## src/rtl/conv1d_pkg.sv

```systemverilog
// Shared types and constants for the conv1d output packer and its word FIFO.
package conv1d_pkg;

  localparam int unsigned BYTE_SIZE  = 8;
  localparam int unsigned INT32_SIZE = 32;
  localparam int unsigned HOLD_BYTES = 3;
  localparam int unsigned HOLD_W     = HOLD_BYTES * BYTE_SIZE;

  typedef enum logic [0:0] {
    ST_RUN   = 1'b0,
    ST_FLUSH = 1'b1
  } state_e;

  // Packed output word, b0 is the first byte received (little-endian).
  typedef struct packed {
    logic [BYTE_SIZE-1:0] b3;
    logic [BYTE_SIZE-1:0] b2;
    logic [BYTE_SIZE-1:0] b1;
    logic [BYTE_SIZE-1:0] b0;
  } pack_word_t;

  // Build a partial word from the first cnt held bytes, upper bytes zero.
  function automatic pack_word_t pad_word(input logic [HOLD_W-1:0] hold,
                                          input logic [1:0]        cnt);
    pack_word_t w;
    w = '0;
    if (cnt >= 2'd1) w.b0 = hold[0 +: BYTE_SIZE];
    if (cnt >= 2'd2) w.b1 = hold[BYTE_SIZE +: BYTE_SIZE];
    if (cnt == 2'd3) w.b2 = hold[2*BYTE_SIZE +: BYTE_SIZE];
    return w;
  endfunction

endpackage

```

## src/rtl/conv1d_word_fifo.sv

```systemverilog
// Synchronous word FIFO: RAM storage, registered head output, occupancy count.
module conv1d_word_fifo
  import conv1d_pkg::*;
#(
  parameter int unsigned WIDTH = INT32_SIZE,
  parameter int unsigned DEPTH = 64
) (
  input  logic                     clk,
  input  logic                     reset_n,
  input  logic                     clear_i,
  input  logic                     push_i,
  input  logic [WIDTH-1:0]         wdata_i,
  input  logic                     pop_i,
  output logic [WIDTH-1:0]         rdata_o,
  output logic [$clog2(DEPTH):0]   count_o,
  output logic                     full_o,
  output logic                     empty_o
);

  localparam int unsigned PTR_W = $clog2(DEPTH);
  localparam int unsigned CNT_W = PTR_W + 1;

  logic [WIDTH-1:0] mem [DEPTH];
  logic [PTR_W-1:0] wr_ptr_q, wr_ptr_d;
  logic [PTR_W-1:0] rd_ptr_q, rd_ptr_d;
  logic [CNT_W-1:0] count_q, count_d;
  logic [WIDTH-1:0] head_q, head_d;
  logic             push_ok, pop_ok;
  logic             bypass;

  assign full_o  = (count_q == CNT_W'(DEPTH));
  assign empty_o = (count_q == '0);
  assign push_ok = push_i && !full_o;
  assign pop_ok  = pop_i && !empty_o;
  assign count_o = count_q;
  assign rdata_o = head_q;

  // A push lands directly in the head register when it becomes the next head.
  assign bypass = push_ok && ((count_q == '0) ||
                              ((count_q == CNT_W'(1)) && pop_ok));

  // Next pointers, count and head value.
  always_comb begin
    wr_ptr_d = wr_ptr_q + PTR_W'(push_ok);
    rd_ptr_d = rd_ptr_q + PTR_W'(pop_ok);
    count_d  = count_q + CNT_W'(push_ok) - CNT_W'(pop_ok);
    head_d   = bypass ? wdata_i : mem[rd_ptr_d];
  end

  // Storage array write port (not reset, not touched by clear).
  always_ff @(posedge clk) begin
    if (push_ok && !clear_i) mem[wr_ptr_q] <= wdata_i;
  end

  // Pointer, count and registered head state.
  always_ff @(posedge clk or negedge reset_n) begin
    if (!reset_n) begin
      wr_ptr_q <= '0;
      rd_ptr_q <= '0;
      count_q  <= '0;
      head_q   <= '0;
    end else if (clear_i) begin
      wr_ptr_q <= '0;
      rd_ptr_q <= '0;
      count_q  <= '0;
      head_q   <= '0;
    end else begin
      wr_ptr_q <= wr_ptr_d;
      rd_ptr_q <= rd_ptr_d;
      count_q  <= count_d;
      head_q   <= head_d;
    end
  end

endmodule

```

## src/rtl/conv1d_output_packer.sv

```systemverilog
// conv1d output packer: optional 2:1 temporal max-pool, little-endian byte
// packing into 32-bit words, flush of partial words, and an output word FIFO.
// Build option: define CONV1D_OUT_POOL_EN to enable the max-pool line buffer.
module conv1d_output_packer
  import conv1d_pkg::*;
#(
  parameter int unsigned FIFO_DEPTH   = 64,
  parameter int unsigned MAX_CHANNELS = 128
) (
  input  logic                          clk,
  input  logic                          reset_n,
  input  logic                          clear,
  input  logic                          flush,
  input  logic [7:0]                    cfg_channels,
  input  logic                          in_valid,
  output logic                          in_ready,
  input  logic [BYTE_SIZE-1:0]          in_data,
  output logic                          out_valid,
  input  logic                          out_ready,
  output logic [INT32_SIZE-1:0]         out_data,
  output logic [$clog2(FIFO_DEPTH):0]   fill_level,
  output logic                          flush_done
);

  localparam int unsigned CNT_W = $clog2(FIFO_DEPTH) + 1;

  state_e               state_q, state_d;
  logic [1:0]           byte_cnt_q, byte_cnt_d;
  logic [HOLD_W-1:0]    hold_q, hold_d;
  logic                 flush_done_q, flush_done_d;

  logic                 fifo_full, fifo_empty;
  logic [CNT_W-1:0]     fifo_count;
  logic                 push;
  pack_word_t           push_word;

  logic                 in_fire;
  logic                 pk_need;
  logic                 pk_valid;
  logic [BYTE_SIZE-1:0] pk_byte;

  // Packer space is only needed when the accepted byte actually reaches it.
  assign in_ready = (state_q == ST_RUN) &&
                    !(pk_need && (byte_cnt_q == 2'd3) && fifo_full);
  assign in_fire  = in_valid && in_ready;

`ifdef CONV1D_OUT_POOL_EN
  localparam int unsigned CH_IDX_W = (MAX_CHANNELS > 1) ? $clog2(MAX_CHANNELS) : 1;

  logic [BYTE_SIZE-1:0] pool_mem [MAX_CHANNELS];
  logic [7:0]           ch_cnt_q, ch_cnt_d;
  logic                 parity_q, parity_d;
  logic [7:0]           cfg_q;
  logic [7:0]           cfg_eff;
  logic                 row_start;
  logic                 pool_bypass;
  logic [BYTE_SIZE-1:0] pool_old;

  // Row length is latched only at the start of a row pair.
  assign row_start   = (ch_cnt_q == 8'd0) && !parity_q;
  assign cfg_eff     = row_start ? cfg_channels : cfg_q;
  assign pool_bypass = (cfg_eff == 8'd0);
  assign pool_old    = pool_mem[CH_IDX_W'(ch_cnt_q)];
  assign pk_need     = pool_bypass || parity_q;

  // Pool routing: even rows fill the line buffer, odd rows emit the max.
  always_comb begin
    pk_valid = 1'b0;
    pk_byte  = in_data;
    ch_cnt_d = ch_cnt_q;
    parity_d = parity_q;
    if (in_fire) begin
      if (pool_bypass) begin
        pk_valid = 1'b1;
      end else begin
        if (parity_q) begin
          pk_valid = 1'b1;
          pk_byte  = ($signed(pool_old) > $signed(in_data)) ? pool_old : in_data;
        end
        if (ch_cnt_q == (cfg_eff - 8'd1)) begin
          ch_cnt_d = 8'd0;
          parity_d = !parity_q;
        end else begin
          ch_cnt_d = ch_cnt_q + 8'd1;
        end
      end
    end
  end

  // Line buffer write on the even row of each pair.
  always_ff @(posedge clk) begin
    if (in_fire && !clear && !pool_bypass && !parity_q)
      pool_mem[CH_IDX_W'(ch_cnt_q)] <= in_data;
  end

  // Pool position and latched row length.
  always_ff @(posedge clk or negedge reset_n) begin
    if (!reset_n) begin
      ch_cnt_q <= 8'd0;
      parity_q <= 1'b0;
      cfg_q    <= 8'd0;
    end else if (clear) begin
      ch_cnt_q <= 8'd0;
      parity_q <= 1'b0;
      cfg_q    <= 8'd0;
    end else begin
      ch_cnt_q <= ch_cnt_d;
      parity_q <= parity_d;
      if (row_start) cfg_q <= cfg_channels;
    end
  end
`else
  logic unused_pool_cfg;

  assign unused_pool_cfg = ^{cfg_channels, 8'(MAX_CHANNELS)};
  assign pk_need         = 1'b1;
  assign pk_valid        = in_fire;
  assign pk_byte         = in_data;
`endif

  // Packer and flush FSM: next state, holding register and FIFO push.
  always_comb begin
    state_d      = state_q;
    byte_cnt_d   = byte_cnt_q;
    hold_d       = hold_q;
    flush_done_d = 1'b0;
    push         = 1'b0;
    push_word    = '0;
    case (state_q)
      ST_RUN: begin
        if (pk_valid) begin
          if (byte_cnt_q == 2'd3) begin
            push      = 1'b1;
            push_word = '{b3: pk_byte,
                          b2: hold_q[2*BYTE_SIZE +: BYTE_SIZE],
                          b1: hold_q[BYTE_SIZE +: BYTE_SIZE],
                          b0: hold_q[0 +: BYTE_SIZE]};
            byte_cnt_d = 2'd0;
          end else begin
            case (byte_cnt_q)
              2'd0:    hold_d[0 +: BYTE_SIZE]           = pk_byte;
              2'd1:    hold_d[BYTE_SIZE +: BYTE_SIZE]   = pk_byte;
              default: hold_d[2*BYTE_SIZE +: BYTE_SIZE] = pk_byte;
            endcase
            byte_cnt_d = byte_cnt_q + 2'd1;
          end
        end
        if (flush) state_d = ST_FLUSH;
      end
      ST_FLUSH: begin
        if (byte_cnt_q == 2'd0) begin
          flush_done_d = 1'b1;
          state_d      = ST_RUN;
        end else if (!fifo_full) begin
          push         = 1'b1;
          push_word    = pad_word(hold_q, byte_cnt_q);
          byte_cnt_d   = 2'd0;
          flush_done_d = 1'b1;
          state_d      = ST_RUN;
        end
      end
      default: state_d = ST_RUN;
    endcase
  end

  // Packer and FSM state registers.
  always_ff @(posedge clk or negedge reset_n) begin
    if (!reset_n) begin
      state_q      <= ST_RUN;
      byte_cnt_q   <= 2'd0;
      hold_q       <= '0;
      flush_done_q <= 1'b0;
    end else if (clear) begin
      state_q      <= ST_RUN;
      byte_cnt_q   <= 2'd0;
      hold_q       <= '0;
      flush_done_q <= 1'b0;
    end else begin
      state_q      <= state_d;
      byte_cnt_q   <= byte_cnt_d;
      hold_q       <= hold_d;
      flush_done_q <= flush_done_d;
    end
  end

  conv1d_word_fifo #(
    .WIDTH (INT32_SIZE),
    .DEPTH (FIFO_DEPTH)
  ) u_fifo (
    .clk     (clk),
    .reset_n (reset_n),
    .clear_i (clear),
    .push_i  (push),
    .wdata_i (push_word),
    .pop_i   (out_ready),
    .rdata_o (out_data),
    .count_o (fifo_count),
    .full_o  (fifo_full),
    .empty_o (fifo_empty)
  );

  assign out_valid  = !fifo_empty;
  assign fill_level = fifo_count;
  assign flush_done = flush_done_q;

endmodule

```

## config.mk

```make
export PLATFORM = sky130hd
export DESIGN_NAME = conv1d_output_packer
export DESIGN_NICKNAME = d
export VERILOG_FILES = /design/src/rtl/conv1d_pkg.sv /design/src/rtl/conv1d_word_fifo.sv /design/src/rtl/conv1d_output_packer.sv
export SDC_FILE = /design/constraint.sdc
export NUM_CORES = 2
export LEC_CHECK = 0
export ABC_AREA = 1
export BUFFER_PORTS_ARGS = -buffer_cell sky130_fd_sc_hd__clkbuf_2
export CORE_UTILIZATION = 40
export CTS_CLUSTER_SIZE = 10
export DETAILED_ROUTE_END_ITERATION = 7
export GPL_ROUTABILITY_DRIVEN = 0
export PLACE_DENSITY = 0.58
export SYNTH_ARGS = -nofsm -noshare
export SYNTH_HDL_FRONTEND = slang
export SYNTH_SLANG_ARGS = --single-unit
```

## constraint.sdc

```tcl
create_clock -name clk -period 4.3 [get_ports clk]
set_input_delay 0.43 -clock clk [delete_from_list [all_inputs] [get_ports clk]]
set_output_delay 0.43 -clock clk [all_outputs]
set_load 0.01 [all_outputs]
```

==> results.txt <==
Status = finished, final reports clean
P_leak = 36.9 nW
Fillcell total = 19352
Final Worst Setup Slack = 0.247 ns
Die Span Y = 469 um
Layout cells sized above 1 = 9.05%
Total gr overflow = 0
1st-iter DRT viols = 7195
Total setup buffers inserted after CTS = 0
Syn Nets = 7499
Die Wd = 469 um
Fmax = 247 MHz
Hold Fails Final Rpt = 0
DRT antenna net count = 0
CP Data Required Time = 5.04 ns
Final Power = 0.0556 W
Seq/Total Area, Yosys = 72.8%
Period utilisation layout = 94.3%
Mapped Area = 87200 um^2
H-tree lvl count = 4
GRT Util Overall = 22.5%
Post-route design area = 99100 um^2
CTS tree = built
Initial antenna violation count = 6
Number of core rows = 171
Final core occ = 45.7%
CP Class = flip-flop to flip-flop
Largest net degree at the start of global routing = 117
Number of global-route vias before repair = 53043
Slew margin rel. = 26.6%
DRC = 0
Routed via count = 57170
Placed instance area = 92600 um^2
Nets = 7570
Syn_area_per_cell = 11.7 um^2
Final min period = 4.05 ns
RSZ-0062 raised after global routing = no
PwrDens = 561 nW/um^2
Core Area = 217000 um^2
Yosys Warn Count = 0
Setup TNS = 0 ns
Setup crit end kind = flip-flop
Pre-CTS setup slack = 0.347 ns
Max-Cap Viols = 0
Max FO, Critical Path = 31
# setup viols final = 0
CP startpoint kind = flip-flop
Post-synth top flop = edfxtp_1
Die area = 220000 um^2
TritonRoute pass-1 iters = 6
Global-route wire length before repair = 362000 um
Area used by multi-input combinational logic = 20700 um^2
Clock root buffer = clkbuf_16
Clock buffer depth = 3
Drt total wl = 251000 um
Wire per inst = 24.0 um
Via/cell ratio = 5.46
Worst Tran Pin Value = 1.10 ns
Hold crit path type = input port to flip-flop
Starting density of the core = 40.2%
Distinct cells, synth = 37
Inserted Clock Buffers = 233
I/O Buffers = 55
Clock Skew = 0.0548 ns
Area grow syn2layout = 13.6%
Post-synth ARST share = 3.71%
Clk slew on worst S/H paths = 0.06 ns
Synthesis-stage register bit count = 2127
Worst VDD drop = 0.000401 V
Skew-Pair Late Insertion Delay = 0.87 ns
Crit path DAT = 4.79 ns
Fin. max-slew vios = 0
Sink Count = 2127
HPWL Detailed = 130000 um
Cells after Synth = 7459
Seq. cell area = 63500 um^2
I/O Pins = 64
Number of synthesized flops with an enable pin = 2048
-- power by group --
| group | internal, W | switching [W] | leakage [nW] | total, W |
|---|---|---|---|---|
| clock network | 0.00981 | 0.00778 | 3.10 | 0.0176 |
| logic | 0.00456 | 0.0106 | 12.0 | 0.0151 |
| registers | 0.0226 | 0.000269 | 21.8 | 0.0229 |
| total | 0.0370 | 0.0186 | 36.9 | 0.0556 |
-- cell usage after synthesis, types with 2 or more instances --
cell type	n	share of area [%]
buf_6	27	0.35
nand2_2	7	0.050
ha_1	17	0.24
buf_1	27	0.12
edfxtp_1	2048	71
clkbuf_2	2	0.011
nand3_1	1937	11
nand4_1	10	0.072
nand3_2	2	0.023
inv_1	338	1.5
a21oi_1	39	0.22
buf_4	68	0.59
o21ai_1	12	0.069
inv_2	7	0.030
nand4_2	6	0.086
or2_2	16	0.11
nand2_1	2284	9.8
nor2_1	124	0.53
o21ai_0	53	0.30
nor3_1	2	0.011
clkbuf_1	67	0.29
buf_2	273	1.6
dfrtp_1	79	2.3
-- registers in the layout (all words and copies together), names as in the netlist --
| register | cells |
|---|---|
| u_fifo.rd_ptr_q | 6 |
| u_fifo.count_o | 7 |
| u_fifo.rdata_o | 32 |
| u_fifo.mem | 2048 |
| u_fifo.wr_ptr_q | 6 |
| flush_done | 1 |
| state_q | 1 |
| hold_q | 24 |
| byte_cnt_q | 2 |
-- worst max-delay path, stage by stage (launching register included) --
cell	delay (ns)
dfrtp_1	0.37
inv_1	0.07
ha_1	0.20
inv_1	0.07
nor2_1	0.07
inv_1	0.06
nor2_1	0.05
nor2_1	0.37
ha_4	0.23
ha_4	0.13
inv_1	0.04
nand2_1	0.14
nand2_8	0.19
inv_8	0.37
buf_4	0.35
nand3_1	0.12
nand3_1	0.11
nand3_1	0.21
nand3_1	0.41
nand2_1	0.11
a21oi_1	0.17
-- cells in the final DEF, fill, tap and decap left out, drive strengths merged, types with 17 or more instances in the layout --
cell    Yosys  final
ha         17     17
nand3    1940   1940
dfrtp      79     79
a21oi      39     39
nand2    2291   2291
edfxtp   2048   2048
nor2      125    125
inv       346    350
buf       395    243
clkbuf     69    360
clkinv      1     17
o21ai      65     65
-- final cells by class --
cell class / instances / area share, %
tap: 2854 / 3.60
timing repair buffer: 300 / 3.55
inverter: 347 / 1.35
antenna: 1 / 0.00253
clock inverter: 20 / 0.321
multi-input combinational: 4521 / 20.9
clock buffer: 306 / 6.18
sequential: 2127 / 64.1
-- timing repair --
action,4_1_cts,5_1_grt
setup endpoints to repair,0,1
endpoints found under the hold margin,20,0
gates resized for setup,0,1
hold buffers,3,0
-- metal layers --
metal | wire length (um) | track usage, % | vias to the layer above
li1 | - | - | 26096
met1 | 107000 | 32.3 | 28250
met2 | 116000 | 35.0 | 2439
met3 | 20700 | 3.26 | 385
met4 | 8510 | 7.75 | 0
met5 | 0 | 0 | -
-- metrics by stage --
stage / hold slack (ns) / std cells
detailed placement: 0.328 / 10146
finish: 0.0581 / 10476
CTS: 0.00119 / 10475
global route: 0.0355 / 10475
global placement: 0.326 / 10146
floorplan: 0.134 / 7459
-- path summary, 6_finish.rpt --
kind                       cells past startpoint               from            endpoint  slack, ns
setup / recovery                              20  u_fifo.count_o[2]  u_fifo.rdata_o[18]       0.25
hold / removal                                 3              clear   u_fifo.count_o[1]       0.06
setup reg to reg                              20  u_fifo.count_o[2]  u_fifo.rdata_o[18]       0.25
hold reg to reg                                2         hold_q[20]          hold_q[20]       0.51
max in group asynchronous                      3            reset_n             state_q       2.92
min in group asynchronous                      3            reset_n  u_fifo.rdata_o[25]       0.32
-- cells by family after synthesis --
kind of cell / synth area share [%]
buf+inv: 4.41
simple gates: 21.9
fa+ha+maj: 0.267
compound gates: 0.640
xor+xnor: 0.0387
flops: 72.8
Note: power is estimated with default switching activity, not from simulation.
